[config.mk]
export PLATFORM = sky130hd
export DESIGN_NAME = nobl_arb
export DESIGN_NICKNAME = d
export VERILOG_FILES = /design/src/rtl/nobl_arb_pkg.sv /design/src/rtl/nobl_arb_credit.sv /design/src/rtl/nobl_arb.sv
export SDC_FILE = /design/constraint.sdc
export NUM_CORES = 1
export LEC_CHECK = 0
export CAP_MARGIN = 0
export CELL_PAD_IN_SITES_DETAIL_PLACEMENT = 0
export CELL_PAD_IN_SITES_GLOBAL_PLACEMENT = 1
export CORE_MARGIN = 8
export CORE_UTILIZATION = 25
export CTS_CLUSTER_SIZE = 28
export DETAILED_ROUTE_END_ITERATION = 6
export GPL_ROUTABILITY_DRIVEN = 0
export HOLD_SLACK_MARGIN = 0.15
export PLACE_DENSITY_LB_ADDON = 0.1
export SYNTH_ARGS = -nofsm -noshare
export SYNTH_HDL_FRONTEND = slang
export SYNTH_HIERARCHICAL = 1
export SYNTH_SLANG_ARGS = --single-unit
[constraint.sdc]
create_clock -name clk -period 5.3 [get_ports clk]
set_clock_uncertainty 0.15 [all_clocks]
set_input_delay 1.06 -clock clk [delete_from_list [all_inputs] [get_ports clk]]
set_output_delay 1.06 -clock clk [all_outputs]
set_load 0.03 [all_outputs]
[src/rtl/nobl_arb_pkg.sv]
// nobl_arb_pkg : shared types for the NoBL command-port arbiter (rev 1.0)
`default_nettype none

package nobl_arb_pkg;

  typedef enum logic [0:0] {
    S_WR = 1'b0,
    S_RD = 1'b1
  } owner_e;

endpackage

`default_nettype wire

[src/rtl/nobl_arb_credit.sv]
// nobl_arb_credit : outstanding-read counter with sticky underflow flag (rev 1.0)
`default_nettype none

module nobl_arb_credit #(
  parameter int CW = 3
) (
  input  logic          clk,
  input  logic          rst_n,
  input  logic          inc_i,
  input  logic          dec_i,
  output logic [CW-1:0] count_o,
  output logic          underflow_o
);

  logic [CW-1:0] count_q, count_d;
  logic          uf_q, uf_d;

  always_ff @(posedge clk or negedge rst_n) begin
    if (!rst_n) begin
      count_q <= '0;
      uf_q    <= 1'b0;
    end else begin
      count_q <= count_d;
      uf_q    <= uf_d;
    end
  end

  // A return with nothing in flight is flagged, and the count never wraps below zero.
  always_comb begin
    count_d = count_q;
    uf_d    = uf_q;
    if (dec_i && (count_q == '0)) uf_d = 1'b1;
    if (inc_i && !dec_i) begin
      count_d = count_q + CW'(1);
    end else if (dec_i && !inc_i && (count_q != '0)) begin
      count_d = count_q - CW'(1);
    end
  end

  assign count_o     = count_q;
  assign underflow_o = uf_q;

endmodule

`default_nettype wire

[src/rtl/nobl_arb.sv]
// nobl_arb : arbitrates one writer and one reader onto the NoBL SRAM command port (rev 1.0)
`default_nettype none

module nobl_arb
  import nobl_arb_pkg::*;
#(
  parameter int WIDTH      = 18,
  parameter int DEPTH      = 19,
  parameter int BURST_MAX  = 8,
  parameter int RD_CREDITS = 4,
  parameter int CW         = 3
) (
  input  logic             clk,
  input  logic             rst_n,
  input  logic [DEPTH-1:0] wr_addr,
  input  logic [WIDTH-1:0] wr_data,
  input  logic             wr_valid,
  output logic             wr_ready,
  input  logic [DEPTH-1:0] rd_addr,
  input  logic             rd_valid,
  output logic             rd_ready,
  output logic [WIDTH-1:0] rd_data,
  output logic             rd_data_valid,
  output logic [DEPTH-1:0] address,
  output logic [WIDTH-1:0] data_out,
  output logic             write,
  output logic             enable,
  input  logic [WIDTH-1:0] data_in,
  input  logic             data_in_valid,
  output logic [CW-1:0]    rd_outstanding,
  output logic             underflow_err
);

  localparam int            BW        = $clog2(BURST_MAX + 1);
  localparam logic [BW-1:0] BURST_LIM = BW'(BURST_MAX);
  localparam logic [CW-1:0] CRED_LIM  = CW'(RD_CREDITS);

  owner_e        owner_q, owner_d;
  logic [BW-1:0] burst_q, burst_d;
  logic          grant, cur, oth;
  logic          ew, er;
  logic          wr_hs, rd_hs;

  logic             enable_q, write_q, rd_data_valid_q;
  logic [DEPTH-1:0] address_q;
  logic [WIDTH-1:0] data_out_q, rd_data_q;

  assign ew = wr_valid;
  assign er = rd_valid && (rd_outstanding < CRED_LIM);

  always_ff @(posedge clk or negedge rst_n) begin
    if (!rst_n) begin
      owner_q <= S_WR;
      burst_q <= '0;
    end else begin
      owner_q <= owner_d;
      burst_q <= burst_d;
    end
  end

  // Whoever is granted always ends up as owner_d, so the readies derive from it.
  always_comb begin
    owner_d = owner_q;
    burst_d = burst_q;
    grant   = 1'b0;
    cur     = (owner_q == S_WR) ? ew : er;
    oth     = (owner_q == S_WR) ? er : ew;
    if (cur && (!oth || (burst_q < BURST_LIM))) begin
      grant = 1'b1;
      if (burst_q != BURST_LIM) burst_d = burst_q + BW'(1);
    end else if (oth) begin
      grant   = 1'b1;
      owner_d = (owner_q == S_WR) ? S_RD : S_WR;
      burst_d = BW'(1);
    end
  end

  always_comb begin
    wr_ready = grant && (owner_d == S_WR);
    rd_ready = grant && (owner_d == S_RD);
  end

  assign wr_hs = wr_valid && wr_ready;
  assign rd_hs = rd_valid && rd_ready;

  always_ff @(posedge clk or negedge rst_n) begin
    if (!rst_n) begin
      enable_q        <= 1'b0;
      write_q         <= 1'b0;
      address_q       <= '0;
      data_out_q      <= '0;
      rd_data_q       <= '0;
      rd_data_valid_q <= 1'b0;
    end else begin
      enable_q        <= wr_hs || rd_hs;
      rd_data_q       <= data_in;
      rd_data_valid_q <= data_in_valid;
      if (wr_hs) begin
        write_q    <= 1'b1;
        address_q  <= wr_addr;
        data_out_q <= wr_data;
      end else if (rd_hs) begin
        write_q   <= 1'b0;
        address_q <= rd_addr;
      end
    end
  end

  nobl_arb_credit #(
    .CW (CW)
  ) u_credit (
    .clk         (clk),
    .rst_n       (rst_n),
    .inc_i       (rd_hs),
    .dec_i       (data_in_valid),
    .count_o     (rd_outstanding),
    .underflow_o (underflow_err)
  );

  assign enable        = enable_q;
  assign write         = write_q;
  assign address       = address_q;
  assign data_out      = data_out_q;
  assign rd_data       = rd_data_q;
  assign rd_data_valid = rd_data_valid_q;

endmodule

`default_nettype wire

==> results of run 1 <==
[flip-flops by register name (all words and copies together), names as in the netlist]
register,count
u_credit/underflow_o,1
burst_q,4
rd_data_valid,1
data_out,18
address,19
enable,1
rd_data,18
write,1
owner_q,1
u_credit/count_o,3
[worst reg2reg max path, cell delays in order (launching register included)]
cell,delay [ns]
dfrtp_1,0.45
nand2b_1,0.18
buf_4,0.22
a21oi_1,0.21
nor2b_1,0.39
inv_1,0.10
fa_1,0.42
or3_1,0.40
a22oi_2,0.16
[power by group through the flow]
stage          logic [mW]  clock network, mW  registers, mW
6_report            0.811              0.622          0.704
3_3_place_gp        0.817                  0          0.714
4_1_cts             0.827              0.647          0.706
5_1_grt             0.874              0.662          0.723
2_1_floorplan       0.289                  0          0.894
3_5_place_dp        0.823                  0          0.713
[routing by layer]
metal	vias up	global-route usage (%)	share of wire (%)	wire length [microns]
li1	1099	-	-	-
met2	73	20.5	52	4520
met5	-	0	0	0
met1	1131	12.6	39	3370
met4	0	5.03	1.6	139
met3	7	3.91	7.3	628
[metrics by stage]
stage / cells / utilization [%]
after floorplan: 226 / -
after global placement: 504 / 39.0
after detailed placement: 504 / 39.0
after CTS: 519 / 41.8
after global routing: 519 / 41.8
final: 519 / 41.8
[cell usage after synthesis]
library cell	n
nand3_1	1
a31o_2	1
o2bb2ai_1	1
dfrtp_1	67
nor3b_1	1
nand2b_1	3
inv_1	6
nand2_2	1
nor2_1	8
a21oi_1	6
nor3_1	1
a22oi_2	1
mux2i_1	2
a32o_1	1
o21ai_0	1
nand2_1	38
o221a_1	19
a22o_1	1
nand2b_4	1
o31a_1	1
mux2_2	19
nand3b_1	20
and3_1	1
buf_2	2
ha_1	2
o32a_1	1
fa_1	1
or3_1	1
nor2b_1	2
and2b_1	2
clkbuf_1	6
a21o_1	1
buf_6	4
o31ai_1	2
xnor2_1	1
[cell families after synthesis]
| kind of cell | count (synthesis) | synth area share [%] |
|---|---|---|
| compound gates | 36 | 12.0 |
| xor+xnor | 1 | 0.310 |
| fa+ha+maj | 3 | 1.60 |
| buf+inv | 18 | 3.55 |
| flops | 67 | 59.4 |
| mux | 21 | 8.29 |
| simple gates | 80 | 14.8 |
[worst max path at each step]
stage / startpoint / endpoint / slack, ns / cells past startpoint
after floorplan: rd_valid / rd_ready / 2.21 / 3
after global placement: rd_valid / wr_ready / 1.30 / 6
after detailed placement: rd_valid / wr_ready / 1.30 / 6
after CTS: rd_valid / wr_ready / 1.30 / 6
after global routing: rd_valid / wr_ready / 1.22 / 6
final: rd_valid / wr_ready / 1.31 / 6
[cell type report]
type / count / area [sq um]
Fill cell: 1116 / 6530
Sequential cell: 67 / 1680
Timing Repair Buffer: 147 / 1450
Multi-Input combinational cell: 141 / 1050
Clock buffer: 14 / 284
Tap cell: 143 / 179
Clock inverter: 1 / 30.0
Inverter: 6 / 22.5
[placed cells by master, fill, tap and decap left out, types with 2 or more instances in the layout]
cell	netlist	final
a21oi_1	6	6
and2b_1	2	2
buf_4	0	5
clkbuf_16	0	9
clkbuf_8	0	4
clkdlybuf4s50_1	0	141
dfrtp_1	67	67
ha_1	2	2
inv_1	6	6
mux2_2	19	19
mux2i_1	2	2
nand2_1	38	38
nand2b_1	3	3
nand3b_1	20	20
nor2_1	8	8
nor2b_1	2	2
o221a_1	19	19
o31ai_1	2	2
==> impl_results.md, run 1 <==
* IO Port Bufs at 142
* Bufs and invs on worst path at 3
* Worst setup margin at 1.31 ns
* Rows at 39
* Pin count of the biggest net entering global routing at 38
* CP Capture Type: output pin
* Hold Vio Cnt, Final at 0
* R2R Path Start: u_credit/count_o[2]
* Peak VDD IR at 0.293 mV
* CP max stage cell: clkdlybuf4s50_1
* Register-to-Register Path Depth at 8
* HP Class: flip-flop to flip-flop
* Crit path cell chain: clkdlybuf4s50_1 -> and2b_1 -> nand2b_4 -> nand2_2 -> inv_1 -> clkdlybuf4s50_1
* I/O pin count at 143
* Achievable Freq at 251 MHz
* Status: finished, final reports clean
* Cell area after layout at 0.00469 sq mm
* Leakage at about 1.9 nW
* Worst reg2reg setup slack at between 2 and 3 ns
* Largest area contributor in the synthesized netlist: dfrtp_1
* Drt wl/cell at 16.7 microns
* Syn nets at 308
* Slew @ Worst Pin at approximately 0.75 ns
* Final Total Pwr at 2.14 mW
* DRC violations left at 0
* Final Critical Period at 3.99 ns
* Hold Path Stages at 1
* Drt first-iter violations at between 100 and 150
* GRT overflow at 0
* NetSw at between 700 and 800 uW
* Layout cells sized above 1 at a little under an eighth
* Sum Neg Setup Slack at 0 ns
* Die height at 122 microns
* Worst path required time at 4.09 ns
* Routed wire length at around 8.7 mm
* DRT antenna net count at 0
* Mapped cell area at 0.00282 sq mm
* Count of final setup violators at 0
* Post-place setup slack at around 1.3 ns
* Max-slew violations at 0
* Max Cap Violations at 0
* Combinational share of power at 38.0%
* DIE WIDTH at 122 microns
* Sequential share of power at 32.9%
* Core Area at 0.0112 sq mm
* Share of the cycle needed by the critical path after routing at 75.3%
* Slew headroom at between 40% and 50%
* Number of vias per cell at 4.45
* Sequential element share of the synthesized area at between 50% and 60%
* Starting Density at 25.2%
* Mapped Cells at 226
* Largest cells by area after synthesis: dfrtp_1 59%, mux2_2 7.6%, o221a_1 7.6%
* Nets at 454
* Kind of critical path: primary input to output pin
* P&R area growth vs syn at 66.2%
* Clock transition at the registers of the reported paths at 0.05 ns
* RSZ-0062 raised after global routing: false
* End of the worst register-to-register path: u_credit/count_o[2]
* Clock sink count at between 60 and 70
* CTS Buf Count at 9
* First-pass GRT wire length at ~13 mm
* H-Tree Depth at 3
* Hold_buf cts at 0
* Crit-path max cell delay at 0.66 ns
* Worst Path Arrival at 2.78 ns
* Pint at 1.41 mW
* Sink of the worst hold path: u_credit/underflow_o
* Synth Warn # at 6
* CTS Buffer Depth at 2
* Crit start category: primary input
* Area share of the largest cell type after synthesis at between 50% and 60%
* Clk root buf: clkbuf_16
* Final HPWL DP at 6.19 mm
* Clock power frac at 29.1%
* TritonRoute pass-1 iters at 4
* Setup bufs post-CTS at 0
* Synth Register Bits at 67
* Crit-path max FO at 22
* Most used cell along the critical path: clkdlybuf4s50_1
* Antenna violations before repair at 0
* CTS tree: yes
* Vias at 2310
* Clock Latency Late Sink at 0.33 ns
* Gr usage total at 11.7%
* Post-DP Area at 0.00438 sq mm
* Antenna Cells at 0
* Post-Syn Area per Cell at 12.5 sq um
* Hold_ws at about 0.32 ns
* PwrDens at 455 mW/mm^2
* Family with the most delay on the worst path: buffers and inverters
* Die area at roughly 0.015 sq mm
* Sw Share at around 34%
* Synth cell types at 35
* Vias in the first global route at around 2500
* Resized cells post-CTS at 0
* Hold Path Origin: u_credit/underflow_o
Note: power is estimated with default switching activity, not from simulation.
==> run 2: changes to the inputs <==
Clock period 5.3 ns to 3.9 ns, I/O delays scaled along.
==> run 2 against run 1 <==
Die area unchanged; largest cell class unchanged; count of clock-buffer cells in the layout decreased by 4; register-to-register slack got worse by 1.2 ns; combinational power grew 37%; non-clock buffer count rose by 4.
==> impl_results.md, run 2 (synthesis results as in run 1) <==
* Pin count of the biggest net entering global routing at 38 (unchanged)
* Resized cells post-CTS at 0 (unchanged)
* Vias at 2366 (+2.4%)
* Clock sink count at 67 (unchanged)
* Max-slew violations at 0 (unchanged)
* CTS Buffer Depth at 2 (unchanged)
* Area occupied by multi-input gates at 0.00105 sq mm (unchanged)
* DRC violations left at 0 (unchanged)
* Crit-path max FO at 10 (-55%)
* Layout fillers at 1112 (-0.36%)
* Leakage at 1.94 nW (+0.61%)
* Clock transition at the registers of the reported paths at 0.06 ns (about the same)
* Post-place setup slack at 0.576 ns (-0.723 ns)
* Antenna Cells at 0 (unchanged)
* Final HPWL DP at 6.36 mm (+2.6%)
* Sink of the worst hold path: u_credit/underflow_o
* I/O pin count at 143 (unchanged)
* Max Cap Violations at 0 (unchanged)
* Crit path cell chain: clkdlybuf4s50_1 -> nand2_2 -> inv_1 -> clkdlybuf4s50_1
* CTS tree: yes
* Hold Vio Cnt, Final at 0 (unchanged)
* Inst Count DP at 508 (+0.79%)
* Antenna violations before repair at 0 (unchanged)
* Worst Path Arrival at 2.38 ns (-0.40 ns)
* Vias in the first global route at 2590 (+1.9%)
* Drt first-iter violations at 166 (+38%)
* Crit start category: primary input
* R2R Path Start: u_credit/count_o[2]
* Storage element area at 0.00168 sq mm (unchanged)
* Hold_buf cts at 0 (unchanged)
* Hold Path Origin: u_credit/underflow_o
* Crit-path max cell delay at 0.73 ns (+0.07 ns)
* Register-to-Register Path Depth at 8 (unchanged)
* Number of vias per cell at 4.52 (+1.4%)
* HP Class: flip-flop to flip-flop
* Peak VDD IR at 0.262 mV (-10%)
* Routed wire length at 8.94 mm (+3.3%)
* DRT antenna net count at 0 (unchanged)
* Clock Latency Late Sink at 0.32 ns (about the same)
* Worst reg2reg setup slack at 1.40 ns (-1.15 ns)
* IO Port Bufs at 142 (unchanged)
* Critical path depth in cells at 4 (-2)
* Count of final setup violators at 0 (unchanged)
* Setup bufs post-CTS at 0 (unchanged)
* Max reg flops at 19 (unchanged)
* Family with the most delay on the worst path: buffers and inverters
* Nets at 458 (+0.88%)
* Starting Density at 25.2% (unchanged)
* Bufs and invs on worst path at 3 (unchanged)
* Status: finished, final reports clean
* H-Tree Depth at 3 (unchanged)
* Clk root buf: clkbuf_16
* DIE WIDTH at 122 microns (unchanged)
* Hold Path Stages at 1 (unchanged)
* Slew @ Worst Pin at 0.801 ns (+0.0501 ns)
* Core Area at 0.0112 sq mm (unchanged)
* Die height at 122 microns (unchanged)
* Share of the cycle needed by the critical path after routing at 84.8%
* P&R area growth vs syn at 66.9%
* Worst path required time at 2.97 ns (-1.12 ns)
* GRT overflow at 0 (unchanged)
* Kind of critical path: primary input to output pin
* Most common cell after layout, fill and taps aside: clkdlybuf4s50_1
* Sum Neg Setup Slack at 0 ns (unchanged)
* First-pass GRT wire length at 13.8 mm (+2.0%)
* Achievable Freq at 302 MHz
* Crit path from: wr_valid
* Slew headroom at 46.6% (-3.3 points)
* Most used cell along the critical path: clkdlybuf4s50_1
* CP Capture Type: output pin
* CP max stage cell: clkdlybuf4s50_1
* Gr usage total at 12.0% (+0.28 points)
* RSZ-0062 raised after global routing: false
* Die area at 0.0149 sq mm (unchanged)
* PwrDens at 617 mW/mm^2 (+36%)
* TritonRoute pass-1 iters at 4 (unchanged)
* Commonest cells after routing, fill and taps aside: 141 x clkdlybuf4s50_1, 67 x dfrtp_1, 38 x nand2_1
* Final Instance Count excl. Fillers at 524 (+0.96%)
* End of the worst register-to-register path: u_credit/count_o[2]
* CTS Buf Count at 9 (unchanged)
* Final Critical Period at 3.31 ns
* Drt wl/cell at 17.1 microns (+2.3%)
* Layout cells sized above 1 at 12.6% (+1.2 points)
* Rows at 39 (unchanged)
* Worst setup margin at 0.592 ns (-0.718 ns)
[run 2: cell count changes in the layout (fill, tap and decap cells not counted), sizes merged]
cell    delta
buf        +4
clkbuf     -4
inv        +2
clkinv     +3
[run 2: worst max-delay path by stage]
stage,end,slack (ns)
5_1_grt,rd_ready,0.51
2_1_floorplan,u_credit/count_o[2],1.10
4_1_cts,wr_ready,0.57
3_5_place_dp,wr_ready,0.58
3_3_place_gp,wr_ready,0.58
6_report,wr_ready,0.59
[run 2: cell type report]
| cell class | count | share of cell area (%) |
|---|---|---|
| repair buffers | 151 | 31.5 |
| inverters | 6 | 0.478 |
| well taps | 143 | 3.80 |
| clock inverters | 6 | 1.57 |
| clock buffers | 10 | 4.86 |
| multi-input cells | 141 | 22.2 |
| flip-flops and latches | 67 | 35.6 |
[run 2: routing by layer]
| metal | track usage, % | wire length [microns] | up-vias |
|---|---|---|---|
| met3 | 3.68 | 544 | 7 |
| met5 | 0 | 0 | - |
| met1 | 14.1 | 3790 | 1186 |
| met4 | 4.11 | 127 | 0 |
| met2 | 20.3 | 4480 | 68 |
| li1 | - | - | 1105 |
[run 2: power breakdown]
group | internal [mW] | switching [mW] | leakage [nW]
logic | 0.520 | 0.591 | 1.02
registers | 0.845 | 0.112 | 0.777
clock network | 0.504 | 0.337 | 0.148
[run 2: worst register-to-register path: stages (launching register included)]
cell and delay, ns:
dfrtp_1 0.45, nand2b_1 0.19, buf_4 0.23, a21oi_1 0.20, nor2b_1 0.19, inv_1 0.07, fa_1 0.41, or3_1 0.40
a22oi_2 0.15
[run 2: stage by stage]
| step | instance area (sq um) | hold slack [ns] | util, % | power, mW |
|---|---|---|---|---|
| after detailed placement | 4410 | 0.310 | 39.3 | 2.09 |
| final | 4710 | 0.327 | 42.0 | 2.91 |
| after global placement | 4410 | 0.311 | 39.3 | 2.08 |
| after floorplan | 2820 | 0.334 | - | 1.61 |
| after CTS | 4710 | 0.329 | 42.0 | 2.96 |
| after global routing | 4710 | 0.344 | 42.0 | 3.07 |
==> run 3: changes to the inputs <==
Clock period 3.9 ns to 2.9 ns, I/O delays scaled along.
==> run 3 against run 2 <==
Sequential share of layout area is essentially flat; first-iteration DRC count down 33%; sequential power rose by 34%.
==> impl_results.md, run 3 (synthesis results as in run 1) <==
* Die area at 0.0149 sq mm (unchanged)
* H-Tree Depth at 3 (unchanged)
* Resized cells post-CTS at 0 (unchanged)
* Register-to-Register Path Depth at 7 (-1)
* Antenna Cells at 0 (unchanged)
* CTS Buf Count at 9 (unchanged)
* Clock sink count at 67 (unchanged)
* Clock transition at the registers of the reported paths at 0.06 ns (about the same)
* Routed wire length at 8.82 mm (-1.4%)
* Combinational share of power at 39.2% (+1.0 points)
* Clock Latency Late Sink at 0.33 ns (about the same)
* Gr usage total at 11.8% (-0.20 points)
* Max-slew violations at 0 (unchanged)
* Max Cap Violations at 0 (unchanged)
* P&R area growth vs syn at 66.8% (about the same)
* HP Class: flip-flop to flip-flop
* Starting Density at 25.2% (unchanged)
* Hold Path Stages at 1 (unchanged)
* Hold Path Origin: u_credit/underflow_o
* Vias in the first global route at 2442 (-5.7%)
* Hold Vio Cnt, Final at 0 (unchanged)
* Worst setup margin at 0.0844 ns (-0.508 ns)
* TritonRoute pass-1 iters at 4 (unchanged)
* Crit path from: rd_valid
* Commonest cells after routing, fill and taps aside: 140 x clkdlybuf4s50_1, 67 x dfrtp_1, 38 x nand2_1
* NetSw at 1.38 mW (+33%)
* Drt wl/cell at 16.8 microns (-1.4%)
* Setup bufs post-CTS at 0 (unchanged)
* Clk root buf: clkbuf_16
* DRT antenna net count at 0 (unchanged)
* Rows at 39 (unchanged)
* DIE WIDTH at 122 microns (unchanged)
* Antenna violations before repair at 0 (unchanged)
* Sw Share at 36.1% (+0.31 points)
* Worst path required time at 2.17 ns (-0.80 ns)
* GRT overflow at 0 (unchanged)
* PwrDens at 812 mW/mm^2 (+32%)
* Worst Path Arrival at 2.09 ns (-0.29 ns)
* Hold_buf cts at 1 (+1)
* Peak VDD IR at 0.421 mV (+61%)
* CP Capture Type: output pin
* Nets at 458 (unchanged)
* First-pass GRT wire length at 13.4 mm (-2.4%)
* Slew @ Worst Pin at 0.478 ns (-0.323 ns)
* R2R Path Start: burst_q[3]
* Sum Neg Setup Slack at 0 ns (unchanged)
* Sequential share of power at 33.4% (+0.5 points)
* Post-DP Area at 0.00441 sq mm (about the same)
* Achievable Freq at roughly 360 MHz
* Pint at 2.45 mW (+31%)
* Final Critical Period at 2.82 ns
* CTS tree: yes
* Vias at 2301 (-2.7%)
* Slew headroom at 68.1% (+22 points)
* Leakage at 1.93 nW (-0.53%)
* Max reg flops at 19 (unchanged)
* Kind of critical path: primary input to output pin
* Drt first-iter violations at 112 (-33%)
* Pin count of the biggest net entering global routing at 68 (+79%)
* Status: finished, final reports clean
* Number of vias per cell at 4.39 (-2.7%)
* Layout fillers at 1094 (-1.6%)
* Most common cell after layout, fill and taps aside: clkdlybuf4s50_1
* Share of the cycle needed by the critical path after routing at 97.1%
* Crit start category: primary input
* Count of final setup violators at 0 (unchanged)
* Core Area at 0.0112 sq mm (unchanged)
* Post-place setup slack at 0.0729 ns (-0.504 ns)
* I/O pin count at 143 (unchanged)
* IO Port Bufs at 142 (unchanged)
* Die height at 122 microns (unchanged)
* Cell area after layout at 0.00471 sq mm (about the same)
* Final HPWL DP at 6.00 mm (-5.7%)
* Clock power frac at 27.4% (-1.5 points)
* CTS Buffer Depth at 2 (unchanged)
* Layout cells sized above 1 at 12.9% (+0.26 points)
* Crit-path max FO at 2 (-8)
* DRC violations left at 0 (unchanged)
* RSZ-0062 raised after global routing: false
-- run 3: cell types whose count changed in the layout (fill, tap and decap cells not counted) --
cell	change
clkdlybuf4s50_1	-1
buf_4	-1
bufinv_16	-1
clkinv_4	-2
clkbuf_8	+1
clkinvlp_4	+3
dlygate4sd3_1	+1
buf_12	+1
clkbuf_1	-1
-- run 3: per-stage QoR --
step	hold WS, ns	instances	total power [mW]	util (%)
after floorplan	0.134	226	2.16	-
after global placement	0.311	507	2.80	39.3
after detailed placement	0.314	507	2.82	39.3
after CTS	0.332	524	3.91	42.0
after global routing	0.360	524	4.06	42.0
final	0.329	524	3.83	42.0
-- run 3: layout make-up --
type	count	area, sq um	share of cell area [%]
Clock buffer	10	239	5.08
Multi-Input combinational cell	141	1050	22.2
Inverter	6	22.5	0.478
Tap cell	143	179	3.80
Sequential cell	67	1680	35.6
Clock inverter	6	48.8	1.04
Timing Repair Buffer	151	1500	31.8
-- run 3: final timing paths --
| path | to | slack [ns] |
|---|---|---|
| min in group asynchronous | rd_data[2] | 0.66 |
| worst min register to register | u_credit/underflow_o | 0.33 |
| worst max-delay path | wr_ready | 0.08 |
| worst min-delay path | u_credit/underflow_o | 0.33 |
| worst max register to register | u_credit/count_o[2] | 0.62 |
| max in group asynchronous | address[6] | 1.62 |
-- run 3: power by group through the flow --
stage	sequential [mW]	combinational (mW)	clock, mW
2_1_floorplan	1.63	0.528	0
3_3_place_gp	1.30	1.51	0
3_5_place_dp	1.30	1.52	0
4_1_cts	1.28	1.53	1.10
5_1_grt	1.31	1.61	1.13
6_report	1.28	1.50	1.05
-- run 3: critical path, stage by stage --
cell and delay (ns):
clkdlybuf4s50_1 0.42, and2b_1 0.20, nand2b_4 0.08, nand2_2 0.06, inv_1 0.06, clkdlybuf4s50_1 0.68
-- run 3: metal layers --
layer	vias up	global-route usage (%)	wire, microns
li1	1112	-	-
met1	1119	13.4	3620
met2	64	19.9	4580
met3	6	3.59	543
met4	0	5.48	73
met5	-	0	0
